==> config.mk <==
export PLATFORM = sky130hd
export DESIGN_NAME = hex_scan_display_flat
export DESIGN_NICKNAME = d
export VERILOG_FILES = /design/src/rtl/hex_scan_display_pkg.sv /design/src/rtl/hex_scan_display_if.sv /design/src/rtl/hex_scan_display_hex7seg.sv /design/src/rtl/hex_scan_display.sv /design/src/flat_wrapper.sv
export SDC_FILE = /design/constraint.sdc
export NUM_CORES = 1
export LEC_CHECK = 0
export BUFFER_PORTS_ARGS = -buffer_cell sky130_fd_sc_hd__buf_2
export CORE_MARGIN = 1.5
export CORE_UTILIZATION = 62
export DETAILED_ROUTE_END_ITERATION = 12
export GPL_TIMING_DRIVEN = 0
export PLACE_DENSITY = 0.85
export SLEW_MARGIN = 0
export SYNTH_ARGS = -nofsm -noshare
export SYNTH_HDL_FRONTEND = slang
export SYNTH_SLANG_ARGS = --single-unit
==> constraint.sdc <==
create_clock -name clk -period 6.7 [get_ports clk]
set_input_delay 0.335 -clock clk [delete_from_list [all_inputs] [get_ports clk]]
set_output_delay 0.335 -clock clk [all_outputs]
set_load 0.01 [all_outputs]
==> src/rtl/hex_scan_display_pkg.sv <==
// Shared constants, the hex-to-segment table and the index-width helper for the
// multiplexed seven-segment scanner and its decoder.
package hex_scan_pkg;

   localparam int SEG_W = 7;
   localparam int NIB_W = 4;

   // Segment order is {a,b,c,d,e,f,g}, active high; lower-case b and d for 0xB/0xD.
   localparam logic [SEG_W-1:0] SEG_HEX [0:15] = '{
      7'h7E, 7'h30, 7'h6D, 7'h79, 7'h33, 7'h5B, 7'h5F, 7'h70,
      7'h7F, 7'h7B, 7'h77, 7'h1F, 7'h4E, 7'h3D, 7'h4F, 7'h47
   };

   function automatic int idx_w(input int digits);
      return (digits <= 2) ? 1 : $clog2(digits);
   endfunction

endpackage

==> src/rtl/hex_scan_display_if.sv <==
// Producer-side bus of the hex scanner: data/load/mask/brightness in, pins out.
// HEX_SCAN_LZ_BLANK_EN adds the lz_blank control.
interface hex_scan_if
   import hex_scan_pkg::*;
#(
   parameter int DIGITS = 8
);
   logic [NIB_W*DIGITS-1:0] data;
   logic                    load;
   logic [DIGITS-1:0]       blank_mask;
   logic [3:0]              brightness;
`ifdef HEX_SCAN_LZ_BLANK_EN
   logic                    lz_blank;
`endif
   logic [DIGITS-1:0]       anodes;
   logic [SEG_W-1:0]        segments;
   logic                    frame;

   modport master (
`ifdef HEX_SCAN_LZ_BLANK_EN
      output lz_blank,
`endif
      output data, load, blank_mask, brightness,
      input  anodes, segments, frame
   );

   modport slave (
`ifdef HEX_SCAN_LZ_BLANK_EN
      input  lz_blank,
`endif
      input  data, load, blank_mask, brightness,
      output anodes, segments, frame
   );
endinterface

==> src/rtl/hex_scan_display_hex7seg.sv <==
// Combinational hex nibble to seven-segment decoder, shared by display blocks.
module hex7seg
   import hex_scan_pkg::*;
(
   input  logic [NIB_W-1:0] nib_i,
   output logic [SEG_W-1:0] seg_o
);
   assign seg_o = SEG_HEX[nib_i];
endmodule

==> src/rtl/hex_scan_display.sv <==
// Multiplexed seven-segment scanner with prescaler, double-buffered data, PWM
// brightness and frame pulse. Optional leading-zero blanking: HEX_SCAN_LZ_BLANK_EN.
module hex_scan_display
   import hex_scan_pkg::*;
#(
   parameter int DIGITS   = 8,
   parameter int SCAN_DIV = 4096
) (
   input  logic      clk,
   input  logic      rst,
   hex_scan_if.slave bus
);
   localparam int IW   = idx_w(DIGITS);
   localparam int PW   = $clog2(SCAN_DIV);
   localparam int DW   = NIB_W * DIGITS;
   localparam int STEP = SCAN_DIV / 16;

   logic [PW-1:0]    pre_q, pre_d;
   logic [IW-1:0]    idx_q, idx_d;
   logic [DW-1:0]    staging_q, staging_d;
   logic [DW-1:0]    shadow_q, shadow_d;
   logic             pending_q, pending_d;
   logic [DIGITS-1:0] anodes_q, anodes_d;
   logic [SEG_W-1:0] segments_q, segments_d;
   logic             frame_q, frame_d;

   logic             tick, last, boundary, on, lz_dark;
   logic [PW:0]      thresh;
   logic [NIB_W-1:0] nib;
   logic [SEG_W-1:0] seg_dec;

   hex7seg u_dec (
      .nib_i (nib),
      .seg_o (seg_dec)
   );

`ifdef HEX_SCAN_LZ_BLANK_EN
   logic [IW-1:0] msd;
   always_comb begin
      msd = '0;
      for (int i = 1; i < DIGITS; i++) begin
         if (shadow_q[NIB_W*i +: NIB_W] != '0) msd = IW'(i);
      end
      lz_dark = bus.lz_blank && (idx_q > msd);
   end
`else
   assign lz_dark = 1'b0;
`endif

   always_comb begin
      tick     = (pre_q == PW'(SCAN_DIV - 1));
      last     = (idx_q == IW'(DIGITS - 1));
      boundary = tick && last;

      pre_d = tick ? '0 : pre_q + 1'b1;
      idx_d = idx_q;
      if (tick) idx_d = last ? '0 : idx_q + 1'b1;

      staging_d = staging_q;
      shadow_d  = shadow_q;
      pending_d = pending_q;
      if (bus.load) staging_d = bus.data;
      // A load landing on the boundary tick bypasses staging so it is not lost a frame.
      if (boundary) begin
         pending_d = 1'b0;
         if (bus.load)      shadow_d = bus.data;
         else if (pending_q) shadow_d = staging_q;
      end else if (bus.load) begin
         pending_d = 1'b1;
      end

      frame_d = boundary;

      nib    = shadow_q[NIB_W*idx_q +: NIB_W];
      thresh = (PW+1)'((int'(bus.brightness) + 1) * STEP);
      on     = (pre_q != '0) && ({1'b0, pre_q} < thresh) &&
               !bus.blank_mask[idx_q] && !lz_dark;

      anodes_d = '0;
      if (on) anodes_d[idx_q] = 1'b1;
      segments_d = on ? seg_dec : '0;
   end

   always_ff @(posedge clk or posedge rst) begin
      if (rst) begin
         pre_q      <= '0;
         idx_q      <= '0;
         staging_q  <= '0;
         shadow_q   <= '0;
         pending_q  <= 1'b0;
         anodes_q   <= '0;
         segments_q <= '0;
         frame_q    <= 1'b0;
      end else begin
         pre_q      <= pre_d;
         idx_q      <= idx_d;
         staging_q  <= staging_d;
         shadow_q   <= shadow_d;
         pending_q  <= pending_d;
         anodes_q   <= anodes_d;
         segments_q <= segments_d;
         frame_q    <= frame_d;
      end
   end

   assign bus.anodes   = anodes_q;
   assign bus.segments = segments_q;
   assign bus.frame    = frame_q;

endmodule

==> src/flat_wrapper.sv <==
// flat-port wrapper written by rule: the top's interface ports become plain ports
module hex_scan_display_flat import hex_scan_pkg::*;
#(
   parameter int DIGITS   = 8,
   parameter int SCAN_DIV = 4096
)
  (clk, rst, bus_data, bus_load, bus_blank_mask, bus_brightness, bus_anodes, bus_segments, bus_frame);
  hex_scan_if #(.DIGITS(DIGITS)) bus_i ();
  input  logic clk;
  input  logic rst;
  input wire logic [$bits(bus_i.data)-1:0] bus_data;
  input wire logic [$bits(bus_i.load)-1:0] bus_load;
  input wire logic [$bits(bus_i.blank_mask)-1:0] bus_blank_mask;
  input wire logic [$bits(bus_i.brightness)-1:0] bus_brightness;
  output wire logic [$bits(bus_i.anodes)-1:0] bus_anodes;
  output wire logic [$bits(bus_i.segments)-1:0] bus_segments;
  output wire logic [$bits(bus_i.frame)-1:0] bus_frame;
  assign bus_i.data = bus_data;
  assign bus_i.load = bus_load;
  assign bus_i.blank_mask = bus_blank_mask;
  assign bus_i.brightness = bus_brightness;
  assign bus_anodes = bus_i.anodes;
  assign bus_segments = bus_i.segments;
  assign bus_frame = bus_i.frame;
  hex_scan_display #(.DIGITS(DIGITS), .SCAN_DIV(SCAN_DIV)) u_core (.clk(clk), .rst(rst), .bus(bus_i));
endmodule
# --- Yosys cells after proc, flatten, opt, wreduce, memory -nomap -nowiden ---
# Memories as Yosys holds them, arrays and structs flattened.
# Index checks and enable logic that the tools add are counted.
op_classes:
  n_addsub: 3
  multipliers: 0
  div: 0
  magnitude_cmp: 4
  eq_ne: 2
  n_shift: 1
  muxes: 14
  bitwise: 1
  n_reduce_logical: 9
ops:
  columns: ["op", "n"]
  rows:
  - ["$mux W32", 2]
  - ["$shiftx A32 B6 Y4", 1]
  - ["$mux W7", 3]
  - ["$lt A12 B13 Y1", 1]
  - ["$add A12 B1 Y12 const B", 1]
  - ["$eq A12 B12 Y1 const B", 1]
  - ["$mux W12", 1]
  - ["$reduce_bool A12 Y1", 1]
  - ["$mux W8", 1]
  - ["$add A4 B1 Y5 const B", 1]
  - ["$ge A5 B5 Y1 const B", 1]
  - ["$not A4 Y5", 1]
  - ["$logic_and A1 B1 Y1", 4]
  - ["$lt A3 B4 Y1 const B", 1]
  - ["$mux W1", 4]
  - ["$reduce_bool A2 Y1", 2]
  - ["$add A3 B1 Y3 const B", 1]
  - ["$bmux W1 S3", 1]
  - ["$demux W1 S3", 1]
  - ["$eq A3 B3 Y1 const B", 1]
  - ["$ge A3 B1 Y1 const B", 1]
  - ["$mux W3", 1]
  - ["$reduce_and A2 Y1", 1]
  - ["$logic_not A1 Y1", 1]
totals:
  ff_bits: 96
  latchBits: 0
  ram_bits: 0
  romBits: 112
  inputBits: 47
  output_inout_bits: 16
  mem_count: 1
memory_table:
  columns: ["memory", "depth", "width", "read_ports", "rd_ports_with_merged_regs", "wr", "line_no", "rtl"]
  rows:
  - ["(name not given)", 16, 7, 1, 0, 0, "hex_scan_display_hex7seg.sv:8", "assign seg_o = SEG_HEX[nib_i];"]

# --- Longest topological paths before layout ---
logic_depth:
  depth_word: 6
  depth_mapped: 9
  mapped_depth_nobuf: 8

# --- Modules after synthesis ---
# From an unflattened synthesis, not the netlist that was laid out.
unflattened:
  hier_cells: 345
  area_unflattened_um2: 4628.2
by_module_without_submodules:
  columns: ["mod", "instances", "cells_per_inst", "area_each_um2", "seq_area_each_um2"]
  rows:
  - ["hex_scan_display", 1, 312, 4340.4, 2402.3]
  - ["hex7seg", 1, 33, 287.8, 0.0]

# --- Worst setup path before layout ---
# Ideal clock, no wire load.
synth_timing:
  path_type: "flip-flop to flip-flop"
  start: "reg u_core.idx_q[1]"
  end: "reg u_core.segments_q[3] (netlist: u_core.bus.segments[3])"
  arrival_time_ps: 2309
  required_ps: 6628
  setup_slack_ps: 4319
  stages_incl_launch_ff: 9
  path_buffers: 2
  synth_period_minus_slack_ps: 2381
  path_cell_list: "dfrtp_1 -> buf_6 -> buf_6 -> mux4_2 -> mux2i_1 -> inv_1 -> ha_1 -> mux4_2 -> nor2_1"
synth_via:
  elab_chain_cells: 6
  word_cells_on_any_way: 10
  classes_between: "shift (1); mux (5); bitwise (1); reduce/logical (2); memory (1)"
synth_lines:
  columns: ["item", "line_no", "rtl"]
  rows:
  - ["start, declared", "hex_scan_display.sv:19", "logic [IW-1:0] idx_q, idx_d;"]
  - ["start signal, assigned", "hex_scan_display.sv:96", "idx_q <= idx_d;"]
  - ["$shiftx A32 B6 Y4", "hex_scan_display.sv:74", "nib = shadow_q[NIB_W*idx_q +: NIB_W];"]
  - ["$not A4 Y5 (not written as such)", "hex_scan_display_hex7seg.sv:8", null]
  - ["$mem_v2 Z16 W7", null, null]
  - ["$mux W7 (not written as such) (2 in a row)", "hex_scan_display_hex7seg.sv:8", null]
  - ["$mux W7 *", "hex_scan_display.sv:81", "segments_d = on ? seg_dec : '0;"]
  - ["named net u_core.segments_d[3]", "hex_scan_display.sv:24", "logic [SEG_W-1:0] segments_q, segments_d;"]
  - ["end signal, assigned", "hex_scan_display.sv:101", "segments_q <= segments_d;"]
  - ["end, declared", "hex_scan_display.sv:24", null]
# Mark *: on every way through the listed nets, which the timed path passes. The rest lies on a longest branch. The select of a mux whose other input is x is not followed.
# A chain may end at the register's enable or synchronous reset.

# --- Worst setup path after layout ---
layout_timing:
  start: "reg u_core.idx_q[2]"
  end: "reg u_core.segments_q[3] (netlist: u_core.bus.segments[3])"
# The elaborated chain is that of the path after synthesis.

==> summary.txt <==
Timing
  – Worst Hold Slack: 220 ps
  – Crit path time final: 2730 ps
  – Final Hold Violating Endpoints: 0
  – Pins over their slew limit: 0
  – Normalized max-slew margin: 52.9%
  – Unrepaired setup endpoints after global routing: no
  – Skew final: 6.66 ps
  – Fmax: 366 MHz
  – TNS Setup: 0 ps
  – Worst Max-Slew Pin Slew: 707 ps
  – Portion of the clock cycle consumed by the worst path in the final layout: 40.8%
  – Number of setup violations in the final report: 0

CTS
  – Insertion delay to the later sink of the worst-skew pair: 360 ps
  – Cell chosen for the clock root: sky130_fd_sc_hd__clkbuf_8
  – Buffer levels on the longest clock path: 2
  – TritonCTS Buffers: 9
  – Post-cts gate resize count: 0
  – H-Tree Level Count: 3
  – Num Clock Sinks: 96
  – TritonCTS clock tree: built
  – Clock slew at reported path FFs: 90 ps

Logic synthesis
  – Count of flip-flops with a built-in enable after synthesis: 0
  – Cell taking the most area after synthesis: sky130_fd_sc_hd__dfrtp_1
  – Mean post-synth cell area: 13.9 um2
  – Post-Syn Area: 4510 um2
  – Count of mapped cells out of synthesis: 324
  – Ys async rst share: 100%
  – Synth Register Bits: 96
  – Top-count cell post-synth: sky130_fd_sc_hd__dfrtp_1
  – Number of warnings issued by yosys: 0
  – Number of distinct standard cells referenced by the synthesized netlist: 46
  – Leading cell types by count after synthesis: 96 x sky130_fd_sc_hd__dfrtp_1, 36 x sky130_fd_sc_hd__mux2_2, 30 x sky130_fd_sc_hd__mux2_4
  – Proportion of netlist area held by the largest area contributor: 53.3%
  – Synthesized netlist net count: 385
  – Main area contributors after synthesis: sky130_fd_sc_hd__dfrtp_1 53%, sky130_fd_sc_hd__mux2_4 10%, sky130_fd_sc_hd__mux2_2 9.0%
  – Most frequently used flop master after synthesis: sky130_fd_sc_hd__dfrtp_1
  – Sequential-to-total area share from yosys stat: 53.3%

Critical path
  – Largest fanout on the critical path: 10
  – Worst r2r path cells: 8
  – Worst Setup Start Kind: register
  – Register-to-register setup slack: 3970 ps
  – Worst endpoint data arrival time: 3030 ps
  – CP Capture Type: register
  – Critical path required time: 7000 ps
  – Kind of critical path: register to register
  – Start of the worst register-to-register path: u_core.idx_q[2]
  – Destination of the worst register-to-register timing path: u_core.bus.segments[3]

Power
  – Peak supply drop: 0.153 mV
  – P_int: 0.000809 W
  – Total power divided by cell area: 203 nW/um2
  – Reported leakage power: 2.56 nW
  – Relative contribution of the clock network to total power: 34.9%
  – Combinational Power Share: 7.2%
  – Switching power total: 0.000239 W
  – Share of total power consumed by net switching: 22.8%
  – Design Power: 0.00105 W
  – Sequential group share of total power: 57.9%

Cells and area
  – Multi-input combinational cell area: 1930 um2
  – Fin util: 74.7%
  – Synth-to-Final Area Change: 14.5%
  – Layout Nets: 459
  – Fraction of final layout cells sized beyond drive strength 1: 42.2%
  – Fill cell total of the finished layout: 482
  – Count of antenna diodes in the layout: 0
  – Register cell area after layout: 2400 um2

Worst hold path
  – Worst Hold Depth: 2
  – Worst Hold Launch: bus_data[20]
  – WHS Endpoint: u_core.staging_q[20]
  – Worst Hold Class: input port to register

Global route
  – Global route overflow: 0
  – Antenna violations before repair: 0
  – Largest net degree at the start of global routing: 75
  – Number of global-route vias before repair: 2864
  – All-Layer GR Usage: 24.6%
  – Wire length of the first global-routing pass: 14000 um

Floorplan
  – Chip height: 88.2 um
  – Effective utilization at floorplan: 65.2%
  – Floorplan row count: 30
  – Area of the placeable core: 6910 um2
  – Die footprint: 7790 um2
  – Overall die width: 88.2 um
  – I/O pin cnt: 63

Routing
  – Initial DRC count: 168
  – Ratio of routed vias to standard cells: 5.52
  – Number of detailed-routing iterations run before antenna repair: 4
  – Wirelength, routed: 8560 um
  – Amount of wire on met2 after detailed routing: 4350 um
  – Top layer used by detailed routing: met4
  – Total length of routed met3 wires: 369 um
  – Detailed-routing wirelength on met1: 3700 um
  – Wire length per cell after detailed routing: 17.2 um
  – Number of nets still failing antenna checks after routing: 0
  – DRC Markers: 0
  – Number of vias in the routed layout: 2753

Placement
  – Post-detailed-placement half-perimeter wirelength: 6120 um
  – Final Wtd Congestion: 0.796
  – Buffers added on ports: 61

Run
  – Number of max-cap violations: 0

Run status
  – Status: finished, final reports clean
[final cells by class]
cell class,count,share of cell area [%]
multi-input combinational,198,37.4
inverter,12,0.921
clock buffer,11,2.55
sequential,96,46.6
clock inverter,5,1.12
timing repair buffer,63,6.64
tap,96,2.33
buffer,18,2.47
[stage by stage]
step / worst slack, ps / instances / area [um2]
floorplan: 3860 / 324 / 4510
global placement: 2910 / 481 / 4930
detailed placement: 3990 / 482 / 4960
CTS: 3970 / 499 / 5160
global route: 3790 / 499 / 5160
finish: 3970 / 499 / 5160
[worst max-delay path: stages (launching register included)]
cell and delay, ps:
sky130_fd_sc_hd__dfrtp_1 360, sky130_fd_sc_hd__buf_4 200, sky130_fd_sc_hd__buf_2 300, sky130_fd_sc_hd__mux4_2 380
sky130_fd_sc_hd__mux2i_1 420, sky130_fd_sc_hd__inv_1 160, sky130_fd_sc_hd__ha_1 300, sky130_fd_sc_hd__mux4_2 460
sky130_fd_sc_hd__nor2_1 90
[cells in the final DEF (no fill, tap or decap), drive strengths merged, types with 4 or more instances in the layout]
cell type,instances
a21oi,5
inv,12
nor3,4
dfrtp,96
nor2,16
nand3,11
and3,6
mux2i,7
o21ai,7
nand2,7
ha,14
nor4,5
mux4,7
buf,76
xor2,4
mux2,66
clkbuf,15
a211oi,4
xnor2,6
[kinds of logic (layout without fill, tap and decap cells)]
family,count (synthesis),count (layout),share of synthesized area [%]
buf+inv,30,109,3.83
flops,96,96,53.3
xor+xnor,10,10,1.94
compound gates,27,27,4.33
simple gates,67,67,8.36
mux,80,80,24.3
fa+ha+maj,14,14,3.89
[how the worst max path moves through the flow]
stage          slack (ps)  depth (start not counted)                      to             from
6_report             3970                          8  u_core.bus.segments[3]  u_core.idx_q[2]
5_1_grt              3790                          9  u_core.bus.segments[6]  u_core.idx_q[2]
4_1_cts              3970                          9  u_core.bus.segments[6]  u_core.idx_q[2]
3_5_place_dp         3990                          9  u_core.bus.segments[6]  u_core.idx_q[2]
3_3_place_gp         2910                          2  u_core.bus.segments[0]              rst
2_1_floorplan        3860                          1    u_core.bus.anodes[0]              rst
[per-layer routing]
layer	track usage [%]	vias to the layer above
met5	0	-
met4	9.09	0
met3	5.69	12
met2	41.4	72
met1	31.4	1369
li1	-	1300
[power groups by stage]
stage / Combinational (W) / Clock [W] / Sequential (W)
6_report: 0.0000752 / 0.000366 / 0.000607
5_1_grt: 0.0000839 / 0.000396 / 0.000609
4_1_cts: 0.0000771 / 0.000373 / 0.000607
3_5_place_dp: 0.0000762 / 0 / 0.000619
3_3_place_gp: 0.0000705 / 0 / 0.000617
2_1_floorplan: 0.0000438 / 0 / 0.000618
[repair_timing]
action | 4_1_cts | 5_1_grt
buffers inserted | 0 | 0
hold endpoints to repair | 22 | 0
hold buffers | 1 | 0
[sequential cells by signal (all words and copies together), names as in the netlist]
| signal | cells |
|---|---|
| u_core.idx_q | 3 |
| u_core.shadow_q | 32 |
| u_core.bus.segments | 7 |
| u_core.bus.frame | 1 |
| u_core.pre_q | 12 |
| u_core.bus.anodes | 8 |
| u_core.staging_q | 32 |
| u_core.pending_q | 1 |
Power figures use the tool's default switching activity.
